**src/rtl/des_ip_stage.sv**
```systemverilog
// DES initial-permutation stage: permutes each incoming block, then queues it
// with its mode tag in a small valid/ready FIFO ahead of the round engine.
module des_ip_stage #(
  parameter int DEPTH = 2
) (
  input  logic        Clk,
  input  logic        Reset_n,
  input  logic        in_valid,
  output logic        in_ready,
  input  logic [63:0] in_data,
  input  logic        in_decrypt,
  output logic        out_valid,
  input  logic        out_ready,
  output logic [31:0] out_L,
  output logic [31:0] out_R,
  output logic        out_decrypt,
  output logic [15:0] blk_cnt
);

  localparam int AW = $clog2(DEPTH);
  localparam logic [AW-1:0] PTR_LAST = AW'(DEPTH - 1);
  localparam logic [AW:0]   CNT_FULL = (AW + 1)'(DEPTH);

  // IP table in DES numbering, entry 1 in the top byte.
  localparam logic [511:0] IP_TAB = {
    8'd58, 8'd50, 8'd42, 8'd34, 8'd26, 8'd18, 8'd10, 8'd2,
    8'd60, 8'd52, 8'd44, 8'd36, 8'd28, 8'd20, 8'd12, 8'd4,
    8'd62, 8'd54, 8'd46, 8'd38, 8'd30, 8'd22, 8'd14, 8'd6,
    8'd64, 8'd56, 8'd48, 8'd40, 8'd32, 8'd24, 8'd16, 8'd8,
    8'd57, 8'd49, 8'd41, 8'd33, 8'd25, 8'd17, 8'd9,  8'd1,
    8'd59, 8'd51, 8'd43, 8'd35, 8'd27, 8'd19, 8'd11, 8'd3,
    8'd61, 8'd53, 8'd45, 8'd37, 8'd29, 8'd21, 8'd13, 8'd5,
    8'd63, 8'd55, 8'd47, 8'd39, 8'd31, 8'd23, 8'd15, 8'd7
  };

  logic [63:0] ip_data;

  genvar gi;
  generate
    for (gi = 0; gi < 64; gi++) begin : g_ip
      localparam logic [5:0] DST = 6'(63 - gi);
      localparam logic [5:0] SRC = 6'(64 - int'(IP_TAB[511 - 8*gi -: 8]));
      assign ip_data[DST] = in_data[SRC];
    end
  endgenerate

  logic [64:0]   mem [DEPTH];
  logic [AW-1:0] wr_ptr_reg, wr_ptr_next;
  logic [AW-1:0] rd_ptr_reg, rd_ptr_next;
  logic [AW:0]   count_reg, count_next;
  logic [15:0]   blk_cnt_reg, blk_cnt_next;
  logic          in_ready_reg;
  logic          out_valid_reg;
  logic          push;
  logic          pop;

  assign push = in_valid & in_ready_reg;
  assign pop  = out_valid_reg & out_ready;

  always_comb begin
    wr_ptr_next  = wr_ptr_reg;
    rd_ptr_next  = rd_ptr_reg;
    count_next   = count_reg;
    blk_cnt_next = blk_cnt_reg;
    if (push) begin
      wr_ptr_next = (wr_ptr_reg == PTR_LAST) ? '0 : wr_ptr_reg + 1'b1;
    end
    if (pop) begin
      rd_ptr_next  = (rd_ptr_reg == PTR_LAST) ? '0 : rd_ptr_reg + 1'b1;
      blk_cnt_next = blk_cnt_reg + 16'd1;
    end
    case ({push, pop})
      2'b10:   count_next = count_reg + 1'b1;
      2'b01:   count_next = count_reg - 1'b1;
      default: count_next = count_reg;
    endcase
  end

  // Handshake flags are recomputed from the next occupancy so they come straight from flops.
  always_ff @(posedge Clk or negedge Reset_n) begin
    if (!Reset_n) begin
      wr_ptr_reg    <= '0;
      rd_ptr_reg    <= '0;
      count_reg     <= '0;
      blk_cnt_reg   <= '0;
      in_ready_reg  <= 1'b1;
      out_valid_reg <= 1'b0;
    end else begin
      wr_ptr_reg    <= wr_ptr_next;
      rd_ptr_reg    <= rd_ptr_next;
      count_reg     <= count_next;
      blk_cnt_reg   <= blk_cnt_next;
      in_ready_reg  <= (count_next < CNT_FULL);
      out_valid_reg <= (count_next != '0);
    end
  end

  always_ff @(posedge Clk) begin
    if (push) begin
      mem[wr_ptr_reg] <= {in_decrypt, ip_data};
    end
  end

  assign {out_decrypt, out_L, out_R} = mem[rd_ptr_reg];
  assign in_ready  = in_ready_reg;
  assign out_valid = out_valid_reg;
  assign blk_cnt   = blk_cnt_reg;

endmodule

```
**config.mk**
```make
export PLATFORM = sky130hd
export DESIGN_NAME = des_ip_stage
export DESIGN_NICKNAME = d
export VERILOG_FILES = /design/src/rtl/des_ip_stage.sv
export SDC_FILE = /design/constraint.sdc
export NUM_CORES = 1
export LEC_CHECK = 0
export BUFFER_PORTS_ARGS = -buffer_cell sky130_fd_sc_hd__buf_2
export CORE_MARGIN = 3
export CORE_UTILIZATION = 58
export CTS_BUF_LIST = sky130_fd_sc_hd__clkbuf_2
export CTS_CLUSTER_SIZE = 16
export DETAILED_ROUTE_END_ITERATION = 10
export PLACE_DENSITY = 0.87
export SLEW_MARGIN = 20
export SYNTH_ARGS = -nofsm -noshare
export SYNTH_HDL_FRONTEND = slang
export SYNTH_SLANG_ARGS = --single-unit
```
**constraint.sdc**
```tcl
create_clock -name Clk -period 9.2 [get_ports Clk]
set_clock_uncertainty 0.1 [all_clocks]
set_input_delay 2.3 -clock Clk [delete_from_list [all_inputs] [get_ports Clk]]
set_output_delay 2.3 -clock Clk [all_outputs]
set_load 0.01 [all_outputs]
```
==> out/qor.csv, run 1 <==
metric,value,unit
status,"complete, no violations",
place_hpwl,6874,um
irDropWorstVdd,0.1698,mV
synth_xor_area_share,3.114,%
synth_cells,279,
finalWirelength,9871,um
clkSinkCount,152,
clk_pin_slew_worst_paths,0.19,ns
critical_path_required,6.80,ns
drive_above_1_share,46.94,%
finalHoldViolCount,0,
antenna_cells,0,
yosysTopAreaCell,edfxtp_1,
cts_resized,0,
timing.reg2reg.worst_path_depth,3,
cts_root_buf,clkbuf_2,
cts_made_buffers,17,
io_pins,152,
dp_cells,555,
tightestPinTransition,0.6941,ns
power_density,275.9,nW/um^2
cap_violations,0,
ys_ff_latch,152,
final_cells,587,
ff2ff_setup_slack,6.87,ns
p_leak,2.699,nW
globalplace.congestion,0.7256,
num_vias,2990,
crit_fanout,43,
muxShareOfSynthArea,13.21,%
drtIter0Drc,113,
synthesis.area,5625,um^2
hold-path-endpoint,in_ready,
viasPerCell,5.094,
drc_errors,0,
finalCritPeriodShare,53.79,%
critPathLaunchType,flop,
start_util,60.31,%
yosysWarningCount,0,
synthSimpleGateAreaFrac,3.092,%
crit_type,reg2out,
cts_buffer_depth,2,
avgRoutedWirePerCell,16.82,um
syn_to_final_growth,20.48,%
path_buf_inv,2,
grt_pass1_vias,3137,
fmax,202.1,MHz
grt_max_degree,44,
overflow,0,
end_kind,output port,
grt_pass1_wl,15720,um
setup_violations,0,
syn_avg_cell_area,20.16,um^2
fp.coreArea,9328,um^2
min-delay-start,count_reg[1],
cpLargestDelayFamily,flip-flops,
htreeDepth,4,
synth_compound_area_share,0,%
antenna_left,0,
drtPass1Iterations,4,
final_max_slew_viol_count,0,
placed_cell_area,6530,um^2
grtUsageTotal,18.68,%
grt_antenna_before_repair,0,
cts_hold_buf,0,
rows,35,
postLayoutCoreUtil,72.66,%
startpoint,rd_ptr_reg,
synth_top_family_by_area,multiplexers,
synth_nets,350,
synthAdderAreaFrac,0.4448,%
worst_path_max_delay_cell,dfrtp_2,
largest_reg_flops,130,
die_area,10920,um^2
r2r-start,in_ready,
cts_setup_buffers,0,
fin_nets,516,
crit_path_max_incr_delay,0.75,ns
seq_area_frac_synth,79.20,%
synth_top_cell_area_share,69.40,%
die_w,104.5,um
worst_hold_path_type,reg2reg,
hold_path_depth,1,
io_buffers,151,
final_cell_area,6778,um^2
yosys-top-cells-area,"edfxtp_1 (69%), mux2_1 (9.4%), dfrtp_1 (9.3%)",
fillCellCount,619,
synth.distinct_cells,24,
r2r-end,mem[0][42],
path_depth,3,
max-slew-margin-rel,53.62,%
clock_latency,0.60,ns
fin_tns_setup,0,ns
cp_cell_sequence,buf_4 -> mux2_1 -> buf_2,
cts_tree,done,
die_h,104.5,um
min_period,4.949,ns
arrival,2.55,ns
rsz0062_at_grt,false,
## stage by stage
| step | power [W] | hold slack, ns | setup slack [ns] |
|---|---|---|---|
| floorplan | 0.001314 | 0.3266 | 3.495 |
| global placement | 0.001501 | 0.3536 | 4.931 |
| detailed placement | 0.001522 | 0.3644 | 4.897 |
| CTS | 0.001894 | 0.3763 | 4.158 |
| global route | 0.001976 | 0.3967 | 4.018 |
| finish | 0.001870 | 0.3653 | 4.251 |
## cell families (layout without fill, tap and decap cells)
logic type | after synthesis | count (layout)
xor gates and xnor gates | 20 | 20
adders and majority gates | 2 | 2
buffers and inverters | 9 | 188
DFF | 152 | 152
muxes | 66 | 66
and+or+nand+nor | 30 | 30
## cells in the final DEF (no fill, tap or decap)
cell type / Yosys / routed
and3_1: 3 / 2
and3_2: 0 / 1
buf_2: 3 / 151
buf_4: 4 / 3
bufinv_16: 0 / 3
clkbuf_2: 0 / 20
clkinv_2: 0 / 3
clkinv_4: 0 / 1
dfrtp_1: 21 / 20
dfrtp_2: 0 / 1
dfstp_2: 1 / 1
edfxtp_1: 130 / 130
ha_1: 2 / 2
inv_1: 1 / 1
inv_2: 1 / 1
inv_4: 0 / 4
inv_6: 0 / 1
mux2_1: 47 / 47
mux2_2: 19 / 19
nand2_1: 8 / 8
nand2_4: 1 / 1
nand2b_1: 1 / 1
nand3_1: 4 / 4
nand3_2: 1 / 1
nand4_1: 4 / 4
nor2_1: 4 / 3
nor2_2: 1 / 1
nor2_4: 0 / 1
nor3_1: 1 / 1
nor3_2: 1 / 1
nor3_4: 1 / 1
xnor2_1: 16 / 16
xor2_1: 4 / 4
## where the power goes
part | internal, W | switching, W | leakage [nW]
Clock | 0.000155 | 0.000217 | 0.164
Sequential | 0.000901 | 0.0000679 | 1.47
Combinational | 0.000236 | 0.000292 | 1.06
Total | 0.00129 | 0.000577 | 2.70
## cells in the mapped netlist, drive strengths merged
library cell,n
and3,3
buf,7
dfrtp,21
dfstp,1
edfxtp,130
ha,2
inv,2
mux2,66
nand2,9
nand2b,1
nand3,5
nand4,4
nor2,5
nor3,3
xnor2,16
xor2,4
## layer usage
| metal | global-route usage (%) | share of wire [%] | vias up |
|---|---|---|---|
| li1 | - | - | 1404 |
| met1 | 24.02 | 42 | 1457 |
| met2 | 31.13 | 51 | 124 |
| met3 | 5.835 | 7.0 | 5 |
| met4 | 4.843 | 0.54 | 0 |
| met5 | 0 | 0 | - |
## cell type report
cell class	instances	area [um^2]	area share (%)
sequential	152	4457	65.76
multi-input combinational	118	1126	16.61
timing repair buffer	154	778.2	11.48
tap	129	161.4	2.381
clock inverter	12	147.6	2.178
clock buffer	20	100.1	1.477
inverter	2	7.507	0.1108
## worst register-to-register path, cell delays in order, from the launching register on
cell     delay [ns]
dfstp_2        0.57
nand2_1        0.13
nor2_4         0.57
buf_4          0.60
## how the worst max path moves through the flow
stage	to
3_5_place_dp	out_R[4]
3_3_place_gp	out_R[4]
4_1_cts	out_R[4]
2_1_floorplan	mem[0][0]
5_1_grt	out_R[4]
6_report	out_R[4]
Note: power is estimated with default switching activity, not from simulation.
==> inputs of run 2 (changes only) <==
--- a/config.mk
+++ b/config.mk
@@ -5,13 +5,14 @@
 export SDC_FILE = /design/constraint.sdc
 export NUM_CORES = 1
 export LEC_CHECK = 0
+export ABC_AREA = 1
 export BUFFER_PORTS_ARGS = -buffer_cell sky130_fd_sc_hd__buf_2
 export CORE_MARGIN = 3
-export CORE_UTILIZATION = 58
+export CORE_UTILIZATION = 49
 export CTS_BUF_LIST = sky130_fd_sc_hd__clkbuf_2
 export CTS_CLUSTER_SIZE = 16
 export DETAILED_ROUTE_END_ITERATION = 10
-export PLACE_DENSITY = 0.87
+export PLACE_DENSITY = 0.78
 export SLEW_MARGIN = 20
 export SYNTH_ARGS = -nofsm -noshare
 export SYNTH_HDL_FRONTEND = slang
==> constraint.sdc (replaced) <==
create_clock -name Clk -period 4.38 [get_ports Clk]
set_clock_uncertainty 0.1 [all_clocks]
set_input_delay 1.095 -clock Clk [delete_from_list [all_inputs] [get_ports Clk]]
set_output_delay 1.095 -clock Clk [all_outputs]
set_load 0.01 [all_outputs]
==> run 2 against run 1 <==
Area after synthesis is 3.1% higher. First-iteration DRC count rose by 94%. Critical path depth is 1 higher. Die area is 21% higher. Critical path type unchanged. Largest cell class unchanged. Combinational power grew to 2.6 times the previous value. Cell area grew 2.6%. Synthesized cell count up 66%. Non-clock buffer count stayed put. Sequential power up 100%. Flip-flop and latch count is the same.
==> out/qor.csv, run 2 <==
metric,value,unit,change
cts_made_buffers,17,,unchanged
overflow,0,,unchanged
crit_path_max_incr_delay,0.69,ns,-0.06 ns
place_hpwl,7571,um,+10%
die_area,13180,um^2,+21%
cpMostUsedCell,nand2_1,,
final_cells,778,,+33%
io_pins,152,,unchanged
start_util,50.37,%,-9.9 points
irDropWorstVdd,0.4548,mV,+170%
synth_common_cells,"nand2_1 (226), edfxtp_1 (130), dfrtp_1 (21)",,
syn_avg_cell_area,12.56,um^2,-38%
final_cell_mix,"nand2_1 (226), buf_2 (151), edfxtp_1 (130), clkbuf_2 (21), dfrtp_1 (20)",,
cts_resized,0,,unchanged
antenna_left,0,,unchanged
fillCellCount,928,,+50%
cts_hold_buf,0,,unchanged
synth_cells,462,,+66%
clock_latency,0.66,ns,+0.06 ns
cts_buffer_depth,2,,unchanged
cts_root_buf,clkbuf_2,,
final_max_slew_viol_count,0,,unchanged
synth_nets,533,,+52%
arrival,2.29,ns,-0.26 ns
worst_path_max_delay_cell,clkinv_2,,
ys_async_sr_fraction,14.47,%,unchanged
critPathLaunchType,flop,,
cts_tree,done,,
num_vias,3750,,+25%
finalWirelength,11190,um,+13%
worst_hold_path_type,in2async,,
ys_ff_latch,152,,unchanged
power.total,0.004055,W,+120%
max-slew-margin-rel,38.35,%,-15 points
synthesis.area,5801,um^2,+3.1%
pwr-share-seq,48.8,%,-3.0 points
io_buffers,151,,unchanged
switching_share,35.60,%,+4.7 points
grt_pass1_vias,3699,,+18%
fin_nets,692,,+34%
setup_violations,0,,unchanged
final_cell_area,6952,um^2,+2.6%
drive_above_1_share,32.49,%,-14 points
yosysTopAreaCell,edfxtp_1,,
critical_path_required,3.18,ns,-3.62 ns
cts_setup_buffers,0,,unchanged
syn_to_final_growth,19.84,%,
synthFlopType,edfxtp_1,,
htreeDepth,4,,unchanged
synth_top_cell_area_share,67.30,%,-2.1 points
drtPass1Iterations,4,,unchanged
layout_commonest_cell,nand2_1,,
die_w,114.8,um,+9.9%
rows,39,,+11%
fp.coreArea,11520,um^2,+23%
p_leak,3.086,nW,+14%
crit_type,reg2out,,
cp_cell_sequence,clkinv_2 -> nand2_1 -> nand2_1 -> buf_2,,
yosysWarningCount,0,,unchanged
seq_area_frac_synth,76.81,%,-2.4 points
tightestPinTransition,0.9248,ns,+0.2307 ns
largest_reg_flops,130,,unchanged
dp_slack,1.504,ns,-3.394 ns
synth.distinct_cells,20,,-17%
clk_pin_slew_worst_paths,0.20,ns,about the same
worst_slack,0.8939,ns,-3.357 ns
grt_pass1_wl,17390,um,+11%
min_period,3.486,ns,
synth_most_common_cell,nand2_1,,
crit_fanout,66,,+53%
grtUsageTotal,17.27,%,-1.4 points
finalCritPeriodShare,79.59,%,
grt_max_degree,67,,+52%
p_int,0.002612,W,+100%
power_density,583.4,nW/um^2,+110%
rsz0062_at_grt,false,,
grt_antenna_before_repair,0,,unchanged
finalHoldViolCount,0,,unchanged
viasPerCell,4.820,,-5.4%
placed_cell_area,6733,um^2,+3.1%
globalplace.congestion,0.8790,,+21%
drtIter0Drc,219,,+94%
power_frac_clock,17.7,%,-2.2 points
end_kind,output port,,
avgRoutedWirePerCell,14.38,um,-14%
die_h,114.8,um,+9.9%
p_switching,0.001444,W,+150%
status,"complete, no violations",,
p_comb_share,33.5,%,+5.2 points
drc_errors,0,,unchanged
fmax,286.9,MHz,
yosys-top-cells-area,"edfxtp_1 (67%), nand2_1 (15%), dfrtp_1 (9.1%)",,
clkSinkCount,152,,unchanged
dp_cells,745,,+34%
synth_edf_count,130,,unchanged
cap_violations,0,,unchanged
[run 2: layout make-up]
type	count	area, um^2	share of cell area [%]
Sequential cell	152	4457	64.11
Multi-Input combinational cell	277	1222	17.58
Timing Repair Buffer	154	803.3	11.56
Tap cell	143	178.9	2.574
Clock inverter	11	110.1	1.584
Clock buffer	21	105.1	1.512
Inverter	19	72.57	1.044
Antenna cell	1	2.502	0.03600
[run 2: critical path: cells and delay by family, from the launching register on]
family	cells	cell delay, ns
buf+inv	2	0.84
flops	1	0.41
simple gates	2	0.36
[run 2: cells by family after synthesis]
group | Yosys count | share of synthesized area, %
simple gates | 260 | 18.18
flops | 152 | 76.81
buf+inv | 33 | 2.373
xor+xnor | 14 | 2.114
fa+ha+maj | 2 | 0.4313
compound gates | 1 | 0.08620
[run 2: stage by stage]
stage	utilization [%]	setup TNS (ns)	hold WS, ns
2_1_floorplan	-	-17.43	0.3862
3_3_place_gp	58.46	0	0.3927
3_5_place_dp	58.46	0	0.4054
4_1_cts	60.33	0	0.1985
5_1_grt	60.34	0	0.2000
6_report	60.37	0	0.2532
[run 2: power groups by stage]
stage / Sequential [W] / Combinational [W] / Clock (W)
floorplan: 0.00203 / 0.000806 / 0
global placement: 0.00200 / 0.00136 / 0
detailed placement: 0.00201 / 0.00139 / 0
CTS: 0.00198 / 0.00139 / 0.000745
global route: 0.00200 / 0.00153 / 0.000805
finish: 0.00198 / 0.00136 / 0.000717
[run 2: final timing paths]
check | startpoint | depth (start not counted) | end | slack [ns]
max in group asynchronous | Reset_n | 1 | in_ready | 3.56
worst min-delay path | Reset_n | 1 | blk_cnt[6] | 0.25
worst min register to register | blk_cnt[4] | 1 | blk_cnt[4] | 0.44
worst max register to register | in_ready | 3 | mem[1][53] | 2.18
min in group Clk | blk_cnt[4] | 1 | blk_cnt[4] | 0.44
worst max-delay path | rd_ptr_reg | 4 | out_L[24] | 0.89
[run 2: layer usage]
metal | vias up | routed length, um | GRT usage (%) | part of all wire (%)
met5 | - | 0 | 0 | 0
met4 | 0 | 216 | 8.294 | 1.9
met3 | 16 | 994 | 5.579 | 8.9
met2 | 145 | 5438 | 27.94 | 49
met1 | 1746 | 4537 | 21.18 | 41
li1 | 1843 | - | - | -
